===== src/rtl/pattern_tx.sv =====
// rtl/pattern_tx.sv - serial pattern transmitter, MSB first, with repetition count (optional gap: PATTERN_TX_GAP_EN)
module pattern_tx #(
    parameter int              W       = 4,
    parameter logic [W-1:0]    PATTERN = 4'b1010,
    parameter int              CNT_W   = 4,
    parameter int              GAP_LEN = 2
) (
    input  logic             clk,
    input  logic             rst,
    input  logic             start,
    input  logic [CNT_W-1:0] rep,
    output logic             dout,
    output logic             dvalid,
    output logic             busy,
    output logic             done
);

    localparam int IW = $clog2(W);

    localparam logic [1:0] IDLE  = 2'd0;
    localparam logic [1:0] SHIFT = 2'd1;
`ifdef PATTERN_TX_GAP_EN
    localparam logic [1:0] GAP   = 2'd2;
    localparam int         GW    = $clog2(GAP_LEN + 1);
`endif
    localparam logic [1:0] DONE  = 2'd3;

    // Parameter sanity: these blocks elaborate only for illegal settings.
    if (W < 2 || W > 16) begin : g_bad_width
    end
    if (GAP_LEN < 1) begin : g_bad_gap_len
    end

    logic [1:0]       state, state_n;
    logic [IW-1:0]    idx, idx_n;
    logic [CNT_W-1:0] rem, rem_n;
`ifdef PATTERN_TX_GAP_EN
    logic [GW-1:0]    gcnt, gcnt_n;
`endif

    // Next-state, bit index and repetition bookkeeping.
    always_comb begin
        state_n = state;
        idx_n   = idx;
        rem_n   = rem;
`ifdef PATTERN_TX_GAP_EN
        gcnt_n  = gcnt;
`endif
        case (state)
            IDLE: begin
                if (start) begin
                    // A request for zero repetitions still sends one pattern.
                    rem_n   = (rep == '0) ? CNT_W'(1) : rep;
                    idx_n   = IW'(W - 1);
                    state_n = SHIFT;
                end
            end
            SHIFT: begin
                if (idx == '0) begin
                    if (rem > CNT_W'(1)) begin
                        rem_n = rem - CNT_W'(1);
                        idx_n = IW'(W - 1);
`ifdef PATTERN_TX_GAP_EN
                        gcnt_n  = GW'(GAP_LEN - 1);
                        state_n = GAP;
`endif
                    end else begin
                        rem_n   = '0;
                        state_n = DONE;
                    end
                end else begin
                    idx_n = idx - IW'(1);
                end
            end
`ifdef PATTERN_TX_GAP_EN
            GAP: begin
                if (gcnt == '0) begin
                    state_n = SHIFT;
                end else begin
                    gcnt_n = gcnt - GW'(1);
                end
            end
`endif
            DONE: begin
                state_n = IDLE;
            end
            default: begin
                state_n = IDLE;
            end
        endcase
    end

    // State registers; reset aborts any transfer on the same edge.
    always_ff @(posedge clk) begin
        if (rst) begin
            state <= IDLE;
            idx   <= '0;
            rem   <= '0;
`ifdef PATTERN_TX_GAP_EN
            gcnt  <= '0;
`endif
        end else begin
            state <= state_n;
            idx   <= idx_n;
            rem   <= rem_n;
`ifdef PATTERN_TX_GAP_EN
            gcnt  <= gcnt_n;
`endif
        end
    end

    // Outputs are decoded from the next state so they register alongside it.
    always_ff @(posedge clk) begin
        if (rst) begin
            dout   <= 1'b0;
            dvalid <= 1'b0;
            busy   <= 1'b0;
            done   <= 1'b0;
        end else begin
            dout   <= (state_n == SHIFT) && PATTERN[idx_n];
            dvalid <= (state_n == SHIFT);
`ifdef PATTERN_TX_GAP_EN
            busy   <= (state_n == SHIFT) || (state_n == GAP);
`else
            busy   <= (state_n == SHIFT);
`endif
            done   <= (state_n == DONE);
        end
    end

endmodule


===== config.mk =====
export PLATFORM = sky130hd
export DESIGN_NAME = pattern_tx
export DESIGN_NICKNAME = d
export VERILOG_FILES = /design/src/rtl/pattern_tx.sv
export SDC_FILE = /design/constraint.sdc
export NUM_CORES = 1
export LEC_CHECK = 0
export ABC_CLOCK_PERIOD_IN_PS = 1700
export BUFFER_PORTS_ARGS = -buffer_cell sky130_fd_sc_hd__buf_4
export CELL_PAD_IN_SITES_DETAIL_PLACEMENT = 2
export CELL_PAD_IN_SITES_GLOBAL_PLACEMENT = 2
export CORE_MARGIN = 2
export CORE_UTILIZATION = 32
export CTS_BUF_LIST = sky130_fd_sc_hd__clkbuf_8
export CTS_CLUSTER_SIZE = 40
export DETAILED_ROUTE_END_ITERATION = 10
export HOLD_SLACK_MARGIN = 0.02
export MAX_ROUTING_LAYER = met4
export PLACE_DENSITY_LB_ADDON = 0.08
export SLEW_MARGIN = 20
export SYNTH_ARGS = -nofsm -noshare
export SYNTH_HDL_FRONTEND = slang
export SYNTH_SLANG_ARGS = --single-unit
export TNS_END_PERCENT = 50

===== constraint.sdc =====
create_clock -name clk -period 1.7 [get_ports clk]
set_clock_uncertainty 0.1 [all_clocks]
set_input_delay 0.51 -clock clk [delete_from_list [all_inputs] [get_ports clk]]
set_output_delay 0.51 -clock clk [all_outputs]
set_load 0.1 [all_outputs]

# == After elaboration in Yosys (flattened, before gate mapping) ==
# Index checks and enable logic that the tools add are counted.
# word_totals
ff_bits,11
latchBits,0
ram_bits,0
romBits,0
out_inout_bits,4
elab_cells,36
mem_count,0
# op_classes
add_sub_neg,2
mul,0
div,0
order_cmp,2
n_eq_ne,5
shift,0
muxes,15
bitwise,0
reduce_logical,6
# op_table
cell,n
4-bit 2-to-1 mux,4
2-bit 2-to-1 mux,6
2-bit one-hot mux with 2 select lines,2
4-bit one-hot mux with 2 select lines,1
"2-bit by 1-bit equality test with 1-bit output, second input constant",2
"4-bit by 1-bit greater-than comparator with 1-bit output, second input constant",1
2-bit logical NOT,2
4-bit logical NOT,1
"2-bit != test, second input constant",2
"4-bit by 1-bit subtractor with 4-bit output, second input constant",1
"2-bit by 3-bit < comparator with 1-bit output, second input constant",1
3-bit AND reduction,1
1-bit binary-select mux with 2-bit select,1
"2-bit equality test, second input constant",1
2-bit nonzero test,1
"2-bit by 1-bit subtractor with 2-bit output, second input constant",1
1-bit logical AND,1
1-bit 2-to-1 mux,1

# == Longest topological paths before layout ==
# depth
ltp_word,7
mapped_depth,6

# == Least setup slack after synthesis ==
# Ideal clock, no wire load.
# synth_path
path_type,reg-to-output
from,register busy (netlist name)
to,output port dvalid
t_arrival_ps,1356
path_slack_ps,-266
stages_incl_launch_ff,2
path_cell_list,dfxtp_1 buf_4
# synth_rtl
element,line,source
end: declaration,13,"output logic dvalid,"

# == Worst setup path in the final report ==
# layout_path
from,register rem[1]
to,register rem[0]
# layout_between
elab_chain_cells,4
# layout_rtl
element,line,source
start: declaration,36,"logic [CNT_W-1:0] rem, rem_n;"
start signal: assignment,105,rem <= rem_n;
4-bit by 1-bit greater-than comparator with 1-bit output,60,if (rem > CNT_W'(1)) begin
4-bit 2-to-1 mux,60,
4-bit 2-to-1 mux,59,if (idx == '0) begin
4-bit one-hot mux with 2 select lines,49,case (state)
# No other way between the ends. The select of a mux whose other input is x is not followed.
# A chain may end at the register's enable or synchronous reset.

==> reports/summary.txt <==
outcome - completed
Num CTS Buffers - 3
number of hold buffers added after cts - 0
via count - 510
clk buf depth - 2
vias in the first global route - 526
post-synthesis sequential area ratio - 39.64%
final setup violation count - 0
TritonCTS clock tree - done
Main synth FF type - dfxtp_1
Die H - 45.67 um
Post-synth ARST share - 0%
Syn Nets - 71
crit-path max FO - 4
Slew @ Worst Pin - 0.2903 ns
drt drc - 0
delay of the slowest critical-path stage - 0.35 ns
FF-to-FF setup slack - 0.10 ns
RePlAce Congestion - 0.7281
Mapped Cells - 62
Die Area - 2085 sq um
HP Class - in2reg
number of nets still failing antenna checks after routing - 0
Post-CTS Setup Inserts - 0
Final Non-Filler Cells - 94
WL/cell - 16.05 um
crit path DAT - 1.65 ns
row count - 15
area delta synth->final - 29.05%
share of cells above drive strength 1 - 29.87%
Yosys warning total - 0
Worst path top cell family by delay - compound AO/OA/AOI/OAI gates
Crit. End Element - register
crit start category - register
clk_lat worst skew - 0.24 ns
GRT Util Overall - 18.38%
ant diodes - 0
grt ovf - 0
DRT Pass-1 Iters - 4
initial antenna violation count - 0
post-route minimum period - 1.596 ns
Post-synth EDFFs - 0
CTS clock-pin slew for the worst setup and hold paths - 0.05 ns
initial cell density of the core - 33.26%
Final Util - 42.92%
chip width - 45.67 um
post_cts resized - 0
Fillers - 188
Crit Path Class - reg2reg
Iter 0 DRT Violations - 3
Distinct cells, synth - 27
number of synthesized register bits - 11
Syn Area/Cell - 8.960 sq um
synthesized area - 555.5 sq um
# H-tree levels - 1
Max Freq - 626.7 MHz
Rel. slew slack - 80.50%
Sink Count - 11
WP buf/inv - 1
DR vias/cell - 5.426
pwr/cell area - 1200 nW/um^2
WL final - 1509 um
leakage power - 0.3122 nW
unrepaired setup endpoints after global routing - false
crit-path cells - inv_1, ha_1, o21a_1, o311a_1, a211oi_1
HPWL Detailed - 1190 um
PortBufs - 10
I/O pin total - 11
Slew Viols, Final - 0
crit path max-delay cell type - dfxtp_1
setup TNS - 0 ns
Peak supply drop - 0.0006887 V
placed cells - 90
post-route clock period utilization - 93.86%
first-pass GRT wire length - 2497 um
MaxCap Viol Count - 0
Nets - 87
Hold Vio Cnt, Final - 0
Clock Tree Root - clkbuf_8
Placeable Area - 1670 sq um
pin count of the biggest net entering global routing - 9
Worst EP required - 1.75 ns
==> per-layer routing <==
layer  wire (um)  up-vias  global-route usage, %
li1            -      251                      -
met1         605      245                  19.29
met2         838       10                  31.55
met3          37        4                  3.571
met4          27        0                  10.59
met5           0        -                      -
==> state kept, by name, summed over array words and instances (netlist names), named ones only <==
signal and cells:
done 1, rem 4, dout 1, busy 1
state 2, idx 1
==> cells in the mapped netlist (2+ instances only) <==
cell       n  area, sq um
dfxtp_1   11        220.2
nor2b_1    2        12.51
a21oi_1    4        20.02
and3_1     2        12.51
inv_1      3        11.26
mux2i_1    2        20.02
o311a_1    2        20.02
ha_1       2        25.02
o21ai_0    6        30.03
o21a_1     3        22.52
nand2_1    2        7.510
nor2_1     5        18.77
nor3_1     3        15.01
a211oi_1   2        15.01
==> cell families after synthesis <==
logic type	after synthesis	synth area share, %
multiplexers	2	3.604
XOR/XNOR	1	1.577
flip-flops	11	39.64
buffers and inverters	6	4.729
adder cells (fa/ha/maj)	2	4.504
AO/OA/AOI/OAI	21	26.58
AND/OR/NAND/NOR	19	19.37
==> worst paths after layout <==
kind	cells past startpoint	end	startpoint
max reg2reg	5	rem[0]	rem[1]
min reg2reg	2	rem[0]	rem[0]
min	2	rem[1]	rst
max	5	rem[0]	rem[1]
==> metrics by stage <==
| stage | setup slack (ns) | power [mW] | area (sq um) | hold WS (ns) |
|---|---|---|---|---|
| after floorplan | 0.06824 | 0.5129 | 556.8 | 0.3769 |
| after global placement | 0.1503 | 0.5860 | 664.4 | 0.4086 |
| after detailed placement | 0.04909 | 0.5945 | 664.4 | 0.4299 |
| after CTS | 0.03493 | 0.8695 | 710.7 | 0.4013 |
| after global routing | 0.02362 | 0.9174 | 716.9 | 0.4112 |
| final | 0.1044 | 0.8603 | 716.9 | 0.4134 |
==> cells in the final DEF, fill, tap and decap left out, types with 2 or more instances in the layout <==
cell,instances
inv_1,3
nor2_1,5
o21ai_0,6
mux2i_1,2
clkbuf_8,3
nand2_1,2
and3_1,2
a21oi_1,4
ha_1,2
o21a_1,3
dfxtp_1,9
buf_4,13
nor2b_1,2
o311a_1,2
nor3_1,3
dfxtp_2,2
==> layout make-up <==
type / count / area, sq um / share of cell area [%]
clock buffer: 3 / 41.29 / 5.759
clock inverter: 1 / 5.005 / 0.6981
inverter: 4 / 15.01 / 2.094
multi-input combinational: 45 / 314.1 / 43.80
sequential: 11 / 222.7 / 31.06
tap: 17 / 21.27 / 2.967
timing repair buffer: 13 / 97.59 / 13.61
==> power by group <==
part | leakage (nW) | internal [mW] | switching (mW)
combinational | 0.195 | 0.103 | 0.174
clock | 0.0255 | 0.162 | 0.107
sequential | 0.0916 | 0.288 | 0.0270
No activity file was read; power rests on OpenSTA's default activity.
